### config.mk
export PLATFORM = sky130hd
export DESIGN_NAME = cpu_hang_monitor
export DESIGN_NICKNAME = d
export VERILOG_FILES = /design/src/rtl/cpu_hang_monitor.sv
export SDC_FILE = /design/constraint.sdc
export NUM_CORES = 1
export LEC_CHECK = 0
export CAP_MARGIN = 20
export CORE_MARGIN = 5
export CORE_UTILIZATION = 33
export DETAILED_ROUTE_END_ITERATION = 8
export HOLD_SLACK_MARGIN = 0.15
export PLACE_DENSITY_LB_ADDON = 0.05
export SYNTH_ARGS = -nofsm -noshare
export SYNTH_HDL_FRONTEND = slang
export SYNTH_SLANG_ARGS = --single-unit
### constraint.sdc
create_clock -name phi1 -period 4.6 [get_ports phi1]
set_input_delay 0.69 -clock phi1 [delete_from_list [all_inputs] [get_ports phi1]]
set_output_delay 0.69 -clock phi1 [all_outputs]
set_load 0.01 [all_outputs]
### src/rtl/cpu_hang_monitor.sv
// Program-counter progress monitor: counts consecutive qualified fetches that
// revisit a small window of recent PCs and flags a hang when a limit is reached.
module cpu_hang_monitor #(
  parameter int PC_W     = 16,
  parameter int CNT_W    = 8,
  parameter int HIST     = 2,
  parameter int USE_SYNC = 1
) (
  input  logic             phi1,
  input  logic             rst_b,
  input  logic             en,
  input  logic             clr,
  input  logic [PC_W-1:0]  pc,
  input  logic             sync,
  input  logic [CNT_W-1:0] limit,
  output logic [CNT_W-1:0] idle_cnt,
  output logic             hang,
  output logic [PC_W-1:0]  hang_pc,
  output logic             hang_pulse
);

  logic [PC_W-1:0] hist [HIST];
  logic [HIST-1:0] valid;

  logic           q;
  logic           match;
  logic           hit;
  logic           miss;
  logic           set_hang;
  logic [CNT_W:0] cnt_inc;

  assign q = en & ((USE_SYNC != 0) ? sync : 1'b1);

  always_comb begin
    match = 1'b0;
    for (int i = 0; i < HIST; i++) begin
      if (valid[i] && (hist[i] == pc)) match = 1'b1;
    end
  end

  assign hit  = q & match;
  assign miss = q & ~match;

  // One extra bit so a count at all-ones cannot alias to a small limit.
  assign cnt_inc  = {1'b0, idle_cnt} + {{CNT_W{1'b0}}, 1'b1};
  assign set_hang = hit & (limit != '0) & (cnt_inc == {1'b0, limit}) & ~hang;

  always_ff @(posedge phi1 or negedge rst_b) begin
    if (!rst_b) begin
      idle_cnt   <= '0;
      hang       <= 1'b0;
      hang_pc    <= '0;
      hang_pulse <= 1'b0;
      valid      <= '0;
      for (int i = 0; i < HIST; i++) hist[i] <= '0;
    end else if (clr) begin
      idle_cnt   <= '0;
      hang       <= 1'b0;
      hang_pc    <= '0;
      hang_pulse <= 1'b0;
      valid      <= '0;
    end else begin
      hang_pulse <= set_hang;
      if (set_hang) begin
        hang    <= 1'b1;
        hang_pc <= pc;
      end
      if (hit) begin
        if (!(&idle_cnt)) idle_cnt <= cnt_inc[CNT_W-1:0];
      end else if (miss) begin
        idle_cnt <= '0;
        for (int i = HIST-1; i > 0; i--) begin
          hist[i]  <= hist[i-1];
          valid[i] <= valid[i-1];
        end
        hist[0]  <= pc;
        valid[0] <= 1'b1;
      end
    end
  end

endmodule

==> results of run 1 <==
-- sequential cells by signal, summed over array words and instances (netlist names) --
name / count
hang: 1
hang_pc: 16
hang_pulse: 1
hist: 32
idle_cnt: 8
valid: 2
-- metal layers --
metal | vias to the layer above | GRT usage [%] | part of all wire (%)
met1 | 1172 | 20.98 | 48
li1 | 1174 | - | -
met2 | 60 | 22.07 | 46
met5 | - | 0 | 0
met3 | 8 | 4.319 | 5.3
met4 | 0 | 3.517 | 1.0
-- cell families after synthesis --
group                      share of synthesized area [%]
and+or+nand+nor                                    12.68
buffers and inverters                              3.418
DFF                                                47.69
AOI/OAI and AO/OA                                  12.08
xor gates and xnor gates                           11.96
adders and majority gates                         0.7154
muxes                                              11.45
-- layout make-up --
type | instances | area [sq um]
tap | 129 | 161.4
clock buffer | 11 | 151.4
fill | 929 | 5279
timing repair buffer | 59 | 573.1
sequential | 60 | 1501
inverter | 6 | 22.52
multi-input combinational | 213 | 1545
clock inverter | 5 | 50.05
-- stage by stage --
step | util, % | hold slack [ps] | std cells
global placement | 40.97 | 509.5 | 467
finish | 43.14 | 362.1 | 483
CTS | 43.14 | 367.9 | 483
detailed placement | 40.97 | 516.2 | 467
global route | 43.14 | 413.4 | 483
floorplan | - | 394.4 | 297
-- cell usage in the layout, fill, tap and decap left out, types with 2 or more instances in the layout --
master                            synthesis  final
sky130_fd_sc_hd__a21o_1                   6      6
sky130_fd_sc_hd__nand4_1                  3      3
sky130_fd_sc_hd__a21oi_1                 21     21
sky130_fd_sc_hd__clkdlybuf4s50_1          0     53
sky130_fd_sc_hd__dfrtp_1                 60     60
sky130_fd_sc_hd__and3_1                   2      2
sky130_fd_sc_hd__buf_4                    1      5
sky130_fd_sc_hd__mux2_2                  28     28
sky130_fd_sc_hd__a22oi_1                  2      2
sky130_fd_sc_hd__mux2_1                   4      4
sky130_fd_sc_hd__o21ai_0                 20     20
sky130_fd_sc_hd__nor2_1                   5      5
sky130_fd_sc_hd__nor3_1                   5      5
sky130_fd_sc_hd__o2bb2ai_1                2      2
sky130_fd_sc_hd__nand2b_1                 2      2
sky130_fd_sc_hd__xor2_1                  33     33
sky130_fd_sc_hd__nor4_1                   9      9
sky130_fd_sc_hd__clkbuf_8                 0     11
sky130_fd_sc_hd__xnor2_1                 10     10
sky130_fd_sc_hd__or3_1                    2      2
sky130_fd_sc_hd__a2111oi_0                5      5
sky130_fd_sc_hd__nand3_1                 25     25
sky130_fd_sc_hd__clkinv_2                 0      4
sky130_fd_sc_hd__inv_1                    6      6
sky130_fd_sc_hd__nand2_1                 13     13
-- critical path, cell delays in order --
cell and delay (ps):
sky130_fd_sc_hd__clkdlybuf4s50_1 520, sky130_fd_sc_hd__xor2_1 210, sky130_fd_sc_hd__nor4_1 540, sky130_fd_sc_hd__nand4_1 140, sky130_fd_sc_hd__o22a_1 530, sky130_fd_sc_hd__o31ai_2 510
sky130_fd_sc_hd__a21o_1 180
-- power by group through the flow --
| stage | registers [mW] | clock network (mW) | logic, mW |
|---|---|---|---|
| global placement | 0.660 | 0 | 0.226 |
| floorplan | 0.651 | 0 | 0.144 |
| CTS | 0.654 | 0.500 | 0.228 |
| finish | 0.653 | 0.482 | 0.223 |
| detailed placement | 0.663 | 0 | 0.226 |
| global route | 0.663 | 0.517 | 0.248 |
-- final timing paths --
path	from	endpoint	depth (start not counted)	slack, ps
max in group asynchronous	rst_b	hist[19]$_DFFE_PN0P_	2	3350
max reg2reg	idle_cnt[0]$_DFFE_PN0P_	hang_pc[13]$_DFFE_PN0P_	7	1740
min in group phi1	hist[4]$_DFFE_PN0P_	hist[4]$_DFFE_PN0P_	1	530
min reg2reg	hist[4]$_DFFE_PN0P_	hist[4]$_DFFE_PN0P_	1	530
min	rst_b	hang_pc[10]$_DFFE_PN0P_	1	360
max	pc[9]	idle_cnt[0]$_DFFE_PN0P_	7	1550
-- Yosys cell counts, types with 2 or more instances --
master / instances / share of area (%)
sky130_fd_sc_hd__a2111oi_0: 5 / 1.4
sky130_fd_sc_hd__a21o_1: 6 / 1.4
sky130_fd_sc_hd__a21oi_1: 21 / 3.3
sky130_fd_sc_hd__a22oi_1: 2 / 0.48
sky130_fd_sc_hd__and3_1: 2 / 0.40
sky130_fd_sc_hd__buf_2: 11 / 1.7
sky130_fd_sc_hd__clkbuf_1: 6 / 0.72
sky130_fd_sc_hd__dfrtp_1: 60 / 48
sky130_fd_sc_hd__inv_1: 6 / 0.72
sky130_fd_sc_hd__mux2_1: 4 / 1.4
sky130_fd_sc_hd__mux2_2: 28 / 10
sky130_fd_sc_hd__nand2_1: 13 / 1.6
sky130_fd_sc_hd__nand2b_1: 2 / 0.40
sky130_fd_sc_hd__nand3_1: 25 / 4.0
sky130_fd_sc_hd__nand4_1: 3 / 0.60
sky130_fd_sc_hd__nor2_1: 5 / 0.60
sky130_fd_sc_hd__nor3_1: 5 / 0.79
sky130_fd_sc_hd__nor4_1: 9 / 1.8
sky130_fd_sc_hd__o21ai_0: 20 / 3.2
sky130_fd_sc_hd__o2bb2ai_1: 2 / 0.56
sky130_fd_sc_hd__or3_1: 2 / 0.40
sky130_fd_sc_hd__xnor2_1: 10 / 2.8
sky130_fd_sc_hd__xor2_1: 33 / 9.2
==> impl_metrics.json, run 1 <==
{
  "worst_ep_required_time_ps": 4880,
  "overflow": 0,
  "clock_sink_count": 60,
  "detailroute.via_count": 2414,
  "net_count_of_the_finished_layout": 379,
  "port_buffers": 54,
  "final.setup.worst_slack_ps": 1551,
  "drt-vias-per-instance": 4.998,
  "die_height_microns": 107.7,
  "sequentialPowerShare_pct": 48.1,
  "post-route-drc-count": 0,
  "number_of_register_bits_inferred_by_synthesis": 60,
  "antenna_violations_before_repair": 0,
  "worst-endpoint-arrival_ps": 3330,
  "worst_ir_drop_vdd_mv": 0.2090,
  "dp.final_hpwl_mm": 5.730,
  "min_path_type": "in -> async",
  "fin_crit_ps": 3049,
  "die_width_microns": 107.7,
  "routed_wire_length_per_instance_microns": 16.44,
  "p_sw_share_pct": 26.57,
  "wire_length_of_the_first_global_routing_pass_mm": 13.28,
  "finalInstanceArea_sq_um": 4005,
  "die-area_sq_um": 11590,
  "grt_use_total_pct": 14.75,
  "initial_core_util_pct": 33.91,
  "postSynth.topFlopCell": "sky130_fd_sc_hd__dfrtp_1",
  "synth_cells": 297,
  "power_frac_clock_pct": 35.5,
  "finalHoldViolations": 0,
  "leakage_nw": 1.596,
  "placed_area_sq_um": 3804,
  "drive_gt1_share_pct": 15.54,
  "post-layout-total-power_mw": 1.358,
  "final_antenna_net_count": 0,
  "cts_resized": 0,
  "synth_area_sq_um": 3148,
  "result_of_the_run": "finished, final reports clean",
  "tritoncts": "done",
  "max_cap_violations": 0,
  "area_growth_syn_to_layout_pct": 27.23,
  "grt_pass1_vias": 2464,
  "cts.reportedPaths.clkPinSlew_ps": 70,
  "clk_latency_ps": 340,
  "pwr-share-comb_pct": 16.4,
  "report.final.setup_viol": 0,
  "p_switching_uw": 360.8,
  "setup_total_negative_slack_ps": 0,
  "path_class": "in -> reg",
  "cts_hold_repair.buffers": 0,
  "detail_route.wirelength_mm": 7.939,
  "place_worst_setup_slack_ps": 1223,
  "yosys_warnings": 0,
  "p_int_uw": 997.0,
  "synth_area_per_cell_sq_um": 10.60,
  "postSynthNetCount": 327,
  "sequential_cell_area_fraction_in_the_yosys_report_pct": 47.69,
  "gpl.final_weighted_congestion": 0.7843,
  "cts.repair_timing.setup_buffer_count": 0,
  "inserted_clock_buffers": 9,
  "timing_max_transition_violations_final": 0,
  "maxSlewHeadroom_pct": 45.46,
  "rows": 35,
  "htree_num_levels": 3,
  "timing.critical_path.to_type": "flip-flop",
  "power.density_nw_per_um2": 339.0,
  "start_kind": "primary input",
  "rsz0062_at_grt": "false",
  "synth-edff-count": 0,
  "min_period_over_period_pct": 66.27,
  "ioPinCount": 55,
  "ys_async_sr_fraction_pct": 100.0,
  "clk_path_buf_depth": 2,
  "grt_max_degree": 34,
  "clock-root-buffer": "sky130_fd_sc_hd__clkbuf_8",
  "antenna_cells_inserted": 0,
  "count_of_different_cell_masters_after_synthesis": 40,
  "clock_skew_ps": 11.71,
  "tightest_slew_ps": 818.1,
  "drt_first_iter_violations": 74,
  "fmax_mhz": 328.0,
  "critical_path.max_fanout": 24,
  "detailedRoute.firstPassIterationCount": 4,
  "core_area_sq_um": 9284
}
(Power assumes the default switching activity.)
==> run 2: changes to the inputs <==
==> constraint.sdc (replaced) <==
create_clock -name phi1 -period 3.1 [get_ports phi1]
set_input_delay 0.465 -clock phi1 [delete_from_list [all_inputs] [get_ports phi1]]
set_output_delay 0.465 -clock phi1 [all_outputs]
set_load 0.01 [all_outputs]
==> impl_metrics.json, run 2 (synthesis results as in run 1) <==
{
  "result_of_the_run": "finished, final reports clean",
  "wire_length_of_the_first_global_routing_pass_mm": 13.17,
  "cts_hold_repair.buffers": 1,
  "detailroute.via_count": 2390,
  "cpPeakStageDelay_ps": 590,
  "largest_reg_flops": 32,
  "critical_path.slowest_cell": "sky130_fd_sc_hd__clkdlybuf4s50_1",
  "hold_start": "hist[15]$_DFFE_PN0P_",
  "clk_path_buf_depth": 2,
  "reg2reg_setup_slack_ps": 640,
  "rr_startpoint": "idle_cnt[0]$_DFFE_PN0P_",
  "inserted_clock_buffers": 9,
  "hold_path_end": "hist[15]$_DFFE_PN0P_",
  "rows": 35,
  "top_usage_layer": "met2",
  "timing_max_transition_violations_final": 0,
  "drt-vias-per-instance": 4.848,
  "instances_no_fill": 493,
  "final.hold.worst_slack_ps": 526.7,
  "finalHoldViolations": 0,
  "hold_path_depth": 1,
  "worst-endpoint-arrival_ps": 2810,
  "fmax_mhz": 385.8,
  "clock-root-buffer": "sky130_fd_sc_hd__clkbuf_8",
  "detail_route.wirelength_mm": 8.067,
  "worstReg2RegEnd": "hang_pc[15]$_DFFE_PN0P_",
  "routed_wire_length_per_instance_microns": 16.36,
  "final.setup.worst_slack_ps": 507.7,
  "r2r.worst_path.cells": 8,
  "htree_num_levels": 3,
  "antenna_violations_before_repair": 0,
  "area_growth_syn_to_layout_pct": 29.69,
  "grt_pass1_vias": 2517,
  "power.density_nw_per_um2": 494.0,
  "layout_commonest_cell": "sky130_fd_sc_hd__dfrtp_1",
  "cts.repair_timing.setup_buffer_count": 0,
  "largest_register": "hist",
  "die_width_microns": 107.7,
  "critical_path.max_fanout": 15,
  "dp.final_hpwl_mm": 5.959,
  "placedCellCount": 476,
  "die-area_sq_um": 11590,
  "clk_latency_ps": 340,
  "clock_sink_count": 60,
  "worst_ep_required_time_ps": 3320,
  "detailedRoute.firstPassIterationCount": 4,
  "min_period_over_period_pct": 83.62,
  "die_height_microns": 107.7,
  "fillCellCount": 949,
  "layout_top_registers": "hist: 32 flops, hang_pc: 16 flops, idle_cnt: 8 flops",
  "drt_first_iter_violations": 44,
  "worst_path_dominant_cell_family": "buffers and inverters",
  "path_class": "in -> reg",
  "core_area_sq_um": 9284,
  "start_kind": "primary input",
  "cts.reportedPaths.clkPinSlew_ps": 70,
  "fin_crit_ps": 2592,
  "timing.critical_path.to_type": "flip-flop",
  "cts_resized": 0,
  "port_buffers": 54,
  "tightest_slew_ps": 690.1,
  "maxSlewHeadroom_pct": 53.85,
  "antenna_cells_inserted": 0,
  "critical_path.n_buffers_inverters": 2,
  "leakage_nw": 1.632,
  "max_cap_violations": 0,
  "place_worst_setup_slack_ps": 125.9,
  "clock_skew_ps": 11.72,
  "global_route.usage.met1_pct": 20.78,
  "initial_core_util_pct": 33.91,
  "grt_use_total_pct": 14.65,
  "tritoncts": "done",
  "setup_total_negative_slack_ps": 0,
  "groute.layer.met2.usage_pct": 21.80,
  "drive_gt1_share_pct": 17.58,
  "final_antenna_net_count": 0,
  "grt_use_met3_pct": 4.319,
  "post-route-drc-count": 0,
  "report.final.setup_viol": 0,
  "overflow": 0,
  "rsz0062_at_grt": "false",
  "net_count_of_the_finished_layout": 389,
  "worst_ir_drop_vdd_mv": 0.2563,
  "gpl.final_weighted_congestion": 0.7138,
  "ioPinCount": 55,
  "final_cell_mix": "sky130_fd_sc_hd__dfrtp_1 (60), sky130_fd_sc_hd__clkdlybuf4s50_1 (53), sky130_fd_sc_hd__xor2_1 (33), sky130_fd_sc_hd__mux2_2 (28), sky130_fd_sc_hd__nand3_1 (25)",
  "grt_max_degree": 31,
  "min_path_type": "reg -> reg",
  "crit_chain": "clkdlybuf4s50_1 > xor2_1 > nor4_1 > nand3_1 > o22ai_2 > nor3_4 > buf_4 > mux2_2"
}
-- run 2: cell types whose count changed in the layout (fill, tap and decap cells not counted) --
| cell | previous run | this run |
|---|---|---|
| sky130_fd_sc_hd__clkbuf_8 | 11 | 10 |
| sky130_fd_sc_hd__clkinvlp_4 | 0 | 2 |
| sky130_fd_sc_hd__clkinv_2 | 4 | 2 |
| sky130_fd_sc_hd__dlygate4sd3_1 | 0 | 1 |
| sky130_fd_sc_hd__clkinv_4 | 0 | 1 |
| sky130_fd_sc_hd__buf_4 | 5 | 14 |
-- run 2: routing by layer --
layer / up-vias / part of all wire (%)
met3: 7 / 3.9
li1: 1186 / -
met2: 47 / 44
met4: 0 / 0.90
met1: 1150 / 51
met5: - / 0
-- run 2: how the worst max path moves through the flow --
stage	startpoint	endpoint	slack [ps]	cells past startpoint
floorplan	idle_cnt[0]$_DFFE_PN0P_	hang_pc[10]$_DFFE_PN0P_	900	9
finish	pc[13]	hist[9]$_DFFE_PN0P_	510	8
global route	idle_cnt[0]$_DFFE_PN0P_	hang_pc[15]$_DFFE_PN0P_	360	8
CTS	pc[9]	hist[9]$_DFFE_PN0P_	500	8
detailed placement	pc[9]	hist[9]$_DFFE_PN0P_	130	8
global placement	pc[5]	hist[3]$_DFFE_PN0P_	160	8
-- run 2: through the flow --
stage / area (sq um) / utilization [%] / power [mW]
2_1_floorplan: 3148 / - / 1.180
3_3_place_gp: 3871 / 41.70 / 1.320
3_5_place_dp: 3871 / 41.70 / 1.322
4_1_cts: 4083 / 43.98 / 2.058
5_1_grt: 4083 / 43.98 / 2.132
6_report: 4083 / 43.98 / 2.017
-- run 2: area by class of cell --
cell class / instances / area (sq um) / area share [%]
inverter: 6 / 22.52 / 0.5516
clock inverter: 6 / 63.81 / 1.563
timing repair buffer: 69 / 650.6 / 15.94
multi-input combinational: 213 / 1545 / 37.85
tap: 129 / 161.4 / 3.953
sequential: 60 / 1501 / 36.78
clock buffer: 10 / 137.6 / 3.371
-- run 2: power by group --
| group | internal (mW) | switching (mW) | leakage [nW] | total [mW] |
|---|---|---|---|---|
| clock | 0.391 | 0.322 | 0.0983 | 0.714 |
| sequential | 0.891 | 0.0784 | 0.772 | 0.969 |
| combinational | 0.184 | 0.150 | 0.762 | 0.334 |
| total | 1.47 | 0.551 | 1.63 | 2.02 |
